--- config.mk ---
export PLATFORM = sky130hd
export DESIGN_NAME = pipe_control_unit
export DESIGN_NICKNAME = d
export VERILOG_FILES = /design/src/rtl/pipe_control_unit.sv
export SDC_FILE = /design/constraint.sdc
export NUM_CORES = 1
export LEC_CHECK = 0
export ABC_AREA = 1
export BUFFER_PORTS_ARGS = -buffer_cell sky130_fd_sc_hd__buf_2
export CAP_MARGIN = 20
export CORE_MARGIN = 3
export CORE_UTILIZATION = 28
export CTS_CLUSTER_SIZE = 16
export DETAILED_ROUTE_END_ITERATION = 8
export PLACE_DENSITY = 0.47
export SYNTH_ARGS = -nofsm -noshare
export SYNTH_HDL_FRONTEND = slang
export SYNTH_SLANG_ARGS = --single-unit
--- constraint.sdc ---
create_clock -name clk -period 3.3 [get_ports clk]
set_input_delay 0 -clock clk [delete_from_list [all_inputs] [get_ports clk]]
set_output_delay 0 -clock clk [all_outputs]
set_load 0.02 [all_outputs]
--- src/rtl/pipe_control_unit.sv ---
// pipe_control_unit: ID/EX control stage of the RISC pipeline.
// Decodes the ID opcode, detects load-use hazards and taken-branch flushes,
// registers the EX control bundle and keeps saturating stall/flush counters.
//
// Handshake note: there is no valid/ready pair here. id_valid qualifies the ID
// slot; stall asks upstream to hold PC and IF/ID; flush and jump_flush ask
// upstream to squash. The block never back-pressures through any other signal.
module pipe_control_unit #(
    parameter int OPCODE_W  = 4,
    parameter int RADDR_W   = 3,
    parameter int NUM_RTYPE = 5,
    parameter int OP_BRANCH = 5,
    parameter int OP_LOAD   = 6,
    parameter int OP_STORE  = 7,
    parameter int OP_JUMP   = 8,
    parameter int CNT_W     = 16
) (
    input  logic                clk,
    input  logic                rst,
    input  logic                id_valid,
    input  logic [OPCODE_W-1:0] id_opcode,
    input  logic [RADDR_W-1:0]  id_rs1,
    input  logic [RADDR_W-1:0]  id_rs2,
    input  logic [RADDR_W-1:0]  id_rd,
    input  logic                ex_branch_taken,
    input  logic                cnt_clr,
    output logic                stall,
    output logic                flush,
    output logic                jump_flush,
    output logic                ex_valid,
    output logic                ex_reg_write,
    output logic                ex_branch,
    output logic                ex_alu_src,
    output logic                ex_load,
    output logic                ex_mem_write,
    output logic                ex_jump,
    output logic                ex_illegal,
    output logic [RADDR_W-1:0]  ex_rd,
    output logic [CNT_W-1:0]    stall_cnt,
    output logic [CNT_W-1:0]    flush_cnt
);

    // Opcode constants sized to the opcode field so compares are width-clean.
    localparam logic [OPCODE_W-1:0] RTYPE_LIM = OPCODE_W'(NUM_RTYPE);
    localparam logic [OPCODE_W-1:0] OPC_BR    = OPCODE_W'(OP_BRANCH);
    localparam logic [OPCODE_W-1:0] OPC_LD    = OPCODE_W'(OP_LOAD);
    localparam logic [OPCODE_W-1:0] OPC_ST    = OPCODE_W'(OP_STORE);
    localparam logic [OPCODE_W-1:0] OPC_JMP   = OPCODE_W'(OP_JUMP);
    localparam logic [CNT_W-1:0]    CNT_MAX   = '1;

    // Decoded ID controls.
    logic dec_reg_write, dec_branch, dec_alu_src, dec_load;
    logic dec_mem_write, dec_jump, dec_illegal;
    logic dec_reads_rs1, dec_reads_rs2;

    // EX bundle state, bit order {valid, reg_write, branch, alu_src, load, mem_write, jump, illegal}.
    logic [7:0]         ctrl_q, ctrl_d;
    logic [RADDR_W-1:0] rd_q, rd_d;
    logic [CNT_W-1:0]   stall_cnt_q, stall_cnt_d;
    logic [CNT_W-1:0]   flush_cnt_q, flush_cnt_d;

    logic load_use_hit;

    // Opcode decode; an empty ID slot decodes to all-zero controls and is not illegal.
    always_comb begin
        dec_reg_write = 1'b0;
        dec_branch    = 1'b0;
        dec_alu_src   = 1'b0;
        dec_load      = 1'b0;
        dec_mem_write = 1'b0;
        dec_jump      = 1'b0;
        dec_illegal   = 1'b0;
        dec_reads_rs1 = 1'b0;
        dec_reads_rs2 = 1'b0;
        if (id_valid) begin
            if (id_opcode < RTYPE_LIM) begin
                dec_reg_write = 1'b1;
                dec_alu_src   = 1'b1;
                dec_reads_rs1 = 1'b1;
                dec_reads_rs2 = 1'b1;
            end else if (id_opcode == OPC_BR) begin
                dec_branch    = 1'b1;
                dec_alu_src   = 1'b1;
                dec_reads_rs1 = 1'b1;
                dec_reads_rs2 = 1'b1;
            end else if (id_opcode == OPC_LD) begin
                dec_load      = 1'b1;
                dec_reg_write = 1'b1;
                dec_alu_src   = 1'b1;
                dec_reads_rs1 = 1'b1;
            end else if (id_opcode == OPC_ST) begin
                dec_mem_write = 1'b1;
                dec_alu_src   = 1'b1;
                dec_reads_rs1 = 1'b1;
                dec_reads_rs2 = 1'b1;
            end else if (id_opcode == OPC_JMP) begin
                dec_jump      = 1'b1;
            end else begin
                dec_illegal   = 1'b1;
            end
        end
    end

    // Hazard detection and request priority: flush beats stall beats jump squash.
    // Requests are held low while reset is asserted so upstream sees a quiet pipe.
    always_comb begin
        load_use_hit = (dec_reads_rs1 && (id_rs1 == rd_q)) ||
                       (dec_reads_rs2 && (id_rs2 == rd_q));
        flush        = !rst && ctrl_q[7] && ctrl_q[5] && ex_branch_taken;
        stall        = !rst && id_valid && ctrl_q[7] && ctrl_q[3] && load_use_hit && !flush;
        jump_flush   = !rst && id_valid && dec_jump && !stall && !flush;
    end

    // Next EX bundle: a bubble on flush or stall, otherwise the decoded ID slot.
    always_comb begin
        ctrl_d = {id_valid, dec_reg_write, dec_branch, dec_alu_src,
                  dec_load, dec_mem_write, dec_jump, dec_illegal};
        rd_d   = id_rd;
        if (flush || stall) begin
            ctrl_d = '0;
            rd_d   = '0;
        end
    end

    // Saturating event counters; a clear wins over an increment in the same cycle.
    always_comb begin
        stall_cnt_d = stall_cnt_q;
        flush_cnt_d = flush_cnt_q;
        if (cnt_clr) begin
            stall_cnt_d = '0;
            flush_cnt_d = '0;
        end else begin
            if (stall && (stall_cnt_q != CNT_MAX)) stall_cnt_d = stall_cnt_q + CNT_W'(1);
            if (flush && (flush_cnt_q != CNT_MAX)) flush_cnt_d = flush_cnt_q + CNT_W'(1);
        end
    end

    // State registers; reset discards whatever instruction was in EX.
    always_ff @(posedge clk) begin
        if (rst) begin
            ctrl_q      <= '0;
            rd_q        <= '0;
            stall_cnt_q <= '0;
            flush_cnt_q <= '0;
        end else begin
            ctrl_q      <= ctrl_d;
            rd_q        <= rd_d;
            stall_cnt_q <= stall_cnt_d;
            flush_cnt_q <= flush_cnt_d;
        end
    end

    assign ex_valid     = ctrl_q[7];
    assign ex_reg_write = ctrl_q[6];
    assign ex_branch    = ctrl_q[5];
    assign ex_alu_src   = ctrl_q[4];
    assign ex_load      = ctrl_q[3];
    assign ex_mem_write = ctrl_q[2];
    assign ex_jump      = ctrl_q[1];
    assign ex_illegal   = ctrl_q[0];
    assign ex_rd        = rd_q;
    assign stall_cnt    = stall_cnt_q;
    assign flush_cnt    = flush_cnt_q;

endmodule

==> results by group, run 1 <==
Die
  • Ports: 64
  • Die Area: 0.00951 sq mm
  • Core ar.: 0.00793 sq mm
  • Die Wd: 97.5 um
  • Die height: 97.5 um
  • Initial Util: 29.6%
  • Row cnt: 32

Synth
  • Mapped Cells: 359
  • Syn_nets: 379
  • Yosys warnings: 0
  • Top FF cell, synth: dfxtp_1
  • Share of the synthesized area in the top cell type: 36.7%
  • Ys async rst share: 0%
  • Register bit total from synthesis: 43
  • Yosys cell types: 26
  • Sequential area share after synthesis: 36.7%
  • Ranking of synthesized cells by area: dfxtp_1, nand2_1, nor2_1, inv_1, nand4_1
  • Most frequent cell after synthesis: nand2_1
  • Number of enable flip-flop cells after synthesis: 0
  • Synth cell count leaders: nand2_1, nor2_1, inv_1
  • Cell accounting for the most synthesized area: dfxtp_1
  • Mapped cell area: 0.00235 sq mm
  • Mean Syn Cell Area: 6.53 sq um

Placed design
  • PortBufs: 63
  • Post-Place Worst Slack: 1.23 ns
  • Final RePlAce weighted congestion: 0.722
  • Post-Place Cell Area: 0.00276 sq mm
  • HPWL after DPL: 4.39 mm

Global route
  • Grt ovf: 0
  • Vias in the first global route: 2,099
  • Global-route wire length before repair: 9.96 mm
  • Initial antenna violation count: 0
  • Overall routing resource usage: 12.4%
  • Largest net degree at the start of global routing: 22

Finish
  • Layout filler cell count: 869
  • Final nets: 448
  • Layout cells sized above 1: 20.5%
  • # diodes: 0
  • Final Util: 36.8%
  • Area Growth Syn to Fin: 24.3%
  • Cell area after layout: 0.00292 sq mm

Critical path
  • Worst EP arrival: 2.25 ns
  • CP max FO: 12
  • Critical path startpoint category: flop
  • Crit. End Element: primary output
  • Crit path required time: 3.30 ns
  • Worst Setup Path Type: reg2out

STA
  • Hold slack: 0.0162 ns
  • Setup_tns: 0 ns
  • Final worst-path cycle share: 68.2%
  • Clock Skew: 0.00719 ns
  • Count of final setup violators: 0
  • RSZ-0062 raised after global routing: false
  • Max Slew Vio Count: 0
  • Slew Limit Headroom: 38.4%
  • Period minus WS final: 2.25 ns
  • Hold Fails Final Rpt: 0
  • Final worst slack: 1.05 ns
  • Max Clk Rate: 444 MHz
  • Slew @ Worst Pin: 0.923 ns

Route
  • Routed WL per cell: 11.1 um
  • DRC errors left: 0
  • DRT iter0 DRCs: 74
  • DR vias: 2,332
  • Drt total wl: 5.89 mm
  • Via density: 4.39
  • Pre-antenna DRT Iters: 5
  • Post-DRT Antenna Nets: 0

Hold path
  • Hold WC Path Type: in2reg

Power and ir drop
  • Comb power frac: 6.7%
  • Internal: 742 uW
  • P_sw: 225 uW
  • Pwr/cell area: 332 mW/mm^2
  • Maximum VDD drop: 0.172 mV
  • Clock power frac: 38.8%
  • Switch share: 23.3%
  • Sequential power share: 54.4%
  • P_leak: 0.00138 uW

Clock tree
  • CTS buffer count: 5
  • # hold bufs at CTS: 6
  • Postcts setup bufs: 0
  • Clock buffer depth: 2
  • CTS clk-pin slew, worst paths: 0.08 ns
  • Cts repair resizes: 0
  • Root Buffer: clkbuf_8
  • Htree depth: 2
  • CTS sink cnt: 43
  • CTS tree: built
  • Worst skew pair latency: 0.30 ns

Flow run
  • Max-cap viol count: 0

Outcome
  • Status: complete, no violations
## cell families after synthesis
logic type	share of synthesized area (%)
simple gates	39.3
fa+ha+maj	1.07
xor+xnor	5.60
flops	36.7
compound gates	7.73
buf+inv	9.65
## cell usage in the layout (no fill, tap or decap), types with 2 or more instances in the layout
cell type      netlist  routed
nand4_2              2       2
dfxtp_1             43      43
nand4_1             20      20
nand3_1             18      18
xnor2_1              8       8
nand2_1             87      87
clkbuf_8             0       7
inv_2                3       3
a21oi_1             10      10
ha_1                 2       2
xor2_1               7       7
dlygate4sd3_1        0       6
o21ai_0              6       6
a21oi_2              7       7
buf_2                3      63
inv_1               45      45
nor3_1               3       3
nor2_1              82      82
## flip-flops by register name (all words and copies together) (netlist names)
signal	cells
ctrl_q	8
stall_cnt	16
ex_rd	3
flush_cnt	16
## through the flow
stage	cells	power (uW)
2_1_floorplan	359	574
3_3_place_gp	517	600
3_5_place_dp	517	599
4_1_cts	531	986
5_1_grt	531	1010
6_report	531	967
## final timing paths
check | endpoint | slack, ns | cells after the start | startpoint
max | jump_flush | 1.05 | 10 | ex_rd[0]$_SDFF_PP0_
min | ctrl_q[7]$_SDFF_PP0_ | 0.02 | 4 | rst
min reg2reg | flush_cnt[15]$_SDFFE_PP0P_ | 0.50 | 2 | flush_cnt[15]$_SDFFE_PP0P_
max reg2reg | flush_cnt[1]$_SDFFE_PP0P_ | 1.28 | 5 | ctrl_q[7]$_SDFF_PP0_
## worst max-delay path, cell delays in order, from the launching register on
cell	delay (ns)
dfxtp_1	0.40
inv_2	0.05
nand2_1	0.05
nand2_1	0.05
nor2_1	0.09
nand3_1	0.10
a21oi_1	0.73
nor2_1	0.11
nand2_1	0.17
nor2_1	0.05
buf_2	0.15
## layout make-up
cell class / count / area, sq um / share of cell area [%]
clock buffers: 8 / 100 / 3.43
multi-input cells: 259 / 1260 / 43.2
well taps: 102 / 128 / 4.38
inverters: 49 / 185 / 6.35
flip-flops and latches: 43 / 861 / 29.5
repair buffers: 70 / 383 / 13.1
## metal layers
| layer | global-route usage, % | part of all wire, % | wire [um] | vias up |
|---|---|---|---|---|
| met4 | 3.19 | 1.2 | 68 | 0 |
| met3 | 3.37 | 6.5 | 381 | 5 |
| met1 | 17.1 | 49 | 2880 | 1009 |
| met2 | 19.1 | 43 | 2560 | 55 |
| met5 | 0 | 0 | 0 | - |
| li1 | - | - | - | 1263 |
## power by group through the flow
stage                     clock network, uW  registers [uW]  logic (uW)
after floorplan                           0             544        30.0
after global placement                    0             539        61.7
after detailed placement                  0             539        60.8
after CTS                               393             526        66.2
after global routing                    409             527        73.6
final                                   375             526        65.1
(Power assumes the default switching activity.)
==> run 2: changes to the inputs <==
clock period = 2.1 ns   (was 3.3 ns; I/O delays follow)
==> run 2 against run 1 <==
Compared with the run above: via count rose by 2.2%; wire length rose by 3.1%; core utilization rose by 0.32 points; global-route usage rose by 0.74 points; flip-flop and latch count did not move; die area did not move; clock-buffer cell count fell by 2; clock skew fell by 0.0035 ns; sequential power rose by 57%; critical path type is now reg2reg; largest cell class unchanged; highest routed layer unchanged.
==> results by group, run 2 (same netlist as run 1, synthesis figures left out) <==
Finish
  • Layout filler cell count: 892
  • Most common cell after layout, fill and taps aside: nand2_1
  • Final nets: 453
  • Area Growth Syn to Fin: 25.3%
  • # diodes: 0
  • Layout cells sized above 1: 21.2%
  • Commonest cells after routing, fill and taps aside: nand2_1, nor2_1, buf_2

Critical path
  • Worst EP arrival: 1.99 ns
  • Worst Setup Path Type: reg2reg
  • Crit path required time: 2.29 ns
  • Crit path to: stall_cnt[1]$_SDFFE_PP0P_
  • CP max FO: 9
  • Reg-to-reg endpoint: stall_cnt[1]$_SDFFE_PP0P_
  • Critical Path Source: stall_cnt[1]$_SDFFE_PP0P_
  • R2R Path Start: stall_cnt[1]$_SDFFE_PP0P_
  • Worst R2R Setup Slack: 0.30 ns
  • Crit. End Element: flop
  • Register-to-Register Path Depth: 8
  • Critical path startpoint category: flop

Power and ir drop
  • Maximum VDD drop: 0.215 mV
  • Clock power frac: 36.6%
  • Sequential power share: 56.3%
  • P_leak: 0.00139 uW
  • Switch share: 25.2%
  • P_sw: 371 uW
  • Internal: 1100 uW
  • Pwr/cell area: 500 mW/mm^2
  • Comb power frac: 7.2%

Route
  • Post-DRT Antenna Nets: 0
  • DR vias: 2,384
  • DRC errors left: 0
  • Routed WL per cell: 11.3 um
  • Drt total wl: 6.07 mm
  • Via density: 4.45
  • DRT iter0 DRCs: 76
  • Pre-antenna DRT Iters: 4

Placed design
  • Final RePlAce weighted congestion: 0.796
  • HPWL after DPL: 4.55 mm
  • PortBufs: 63

STA
  • Max Clk Rate: 556 MHz
  • Setup_tns: 0 ns
  • RSZ-0062 raised after global routing: false
  • Hold Fails Final Rpt: 0
  • Slew Limit Headroom: 61.6%
  • Hold slack: 0.0150 ns
  • Period minus WS final: 1.80 ns
  • Count of final setup violators: 0
  • Clock Skew: 0.00364 ns
  • Final worst-path cycle share: 85.7%
  • Max Slew Vio Count: 0
  • Slew @ Worst Pin: 0.576 ns

Clock tree
  • CTS buffer count: 5
  • Worst skew pair latency: 0.30 ns
  • Clock buffer depth: 2
  • Postcts setup bufs: 0
  • CTS sink cnt: 43
  • Cts repair resizes: 0
  • Htree depth: 2
  • Root Buffer: clkbuf_8
  • CTS clk-pin slew, worst paths: 0.09 ns
  • CTS tree: built

Die
  • Initial Util: 29.6%
  • Ports: 64
  • Die Area: 0.00951 sq mm
  • Core ar.: 0.00793 sq mm
  • Die Wd: 97.5 um
  • Row cnt: 32
  • Die height: 97.5 um

Global route
  • Grt ovf: 0
  • Global-route wire length before repair: 10.5 mm
  • Largest net degree at the start of global routing: 19
  • Overall routing resource usage: 13.2%
  • Initial antenna violation count: 0
  • Vias in the first global route: 2,287

Outcome
  • Status: complete, no violations

Flow run
  • Max-cap viol count: 0

Hold path
  • Hold WC Path Type: in2reg
## run 2: layout make-up
type / count / area, sq um / area share (%)
sequential: 43 / 861 / 29.3
clock inverter: 2 / 12.5 / 0.426
tap: 102 / 128 / 4.34
timing repair buffer: 75 / 423 / 14.4
clock buffer: 6 / 72.6 / 2.47
inverter: 49 / 185 / 6.30
multi-input combinational: 259 / 1260 / 42.8
## run 2: what timing repair did
item / CTS / global route
endpoints found under the hold margin: 8 / 0
setup endpoints to repair: 0 / 0
hold buffers: 7 / 0
## run 2: how the worst min path moves through the flow
stage,slack [ns],startpoint,end,cells after the start
final,0.02,rst,ctrl_q[7]$_SDFF_PP0_,4
after global routing,0.02,id_opcode[1],ctrl_q[2]$_SDFF_PP0_,3
after CTS,0.0001,id_opcode[1],ctrl_q[2]$_SDFF_PP0_,3
after detailed placement,0.22,id_rd[2],ex_rd[2]$_SDFF_PP0_,3
after global placement,0.22,id_rd[2],ex_rd[2]$_SDFF_PP0_,3
after floorplan,0.07,id_opcode[3],ctrl_q[4]$_SDFF_PP0_,1
## run 2: power groups by stage
stage / sequential, uW / combinational [uW] / clock (uW)
finish: 827 / 105 / 537
global route: 828 / 119 / 601
CTS: 827 / 107 / 572
detailed placement: 846 / 96.5 / 0
global placement: 846 / 96.1 / 0
floorplan: 855 / 47.1 / 0
## run 2: metrics by stage
step	std cells	utilization (%)	cell area, sq um	setup slack [ns]	total power [uW]
2_1_floorplan	359	-	2350	0.426	902
3_3_place_gp	521	35.1	2790	0.409	942
3_5_place_dp	521	35.1	2790	0.324	943
4_1_cts	536	37.1	2940	0.311	1510
5_1_grt	536	37.1	2940	0.0958	1550
6_report	536	37.1	2940	0.301	1470
## run 2: routing by layer
metal / part of all wire [%] / track usage, % / vias to the layer above
met5: 0 / 0 / -
met3: 4.6 / 3.52 / 5
li1: - / - / 1271
met2: 45 / 21.4 / 49
met4: 0.82 / 3.73 / 0
met1: 50 / 17.1 / 1059
## run 2: worst max-delay path, stage by stage, from the launching register on
cell and delay (ns):
dfxtp_1 0.37, ha_1 0.17, nand2_1 0.08, nor2_1 0.27
nand4_2 0.28, nand4_1 0.33, nand2_1 0.08, nand2_1 0.07
nor2_1 0.04
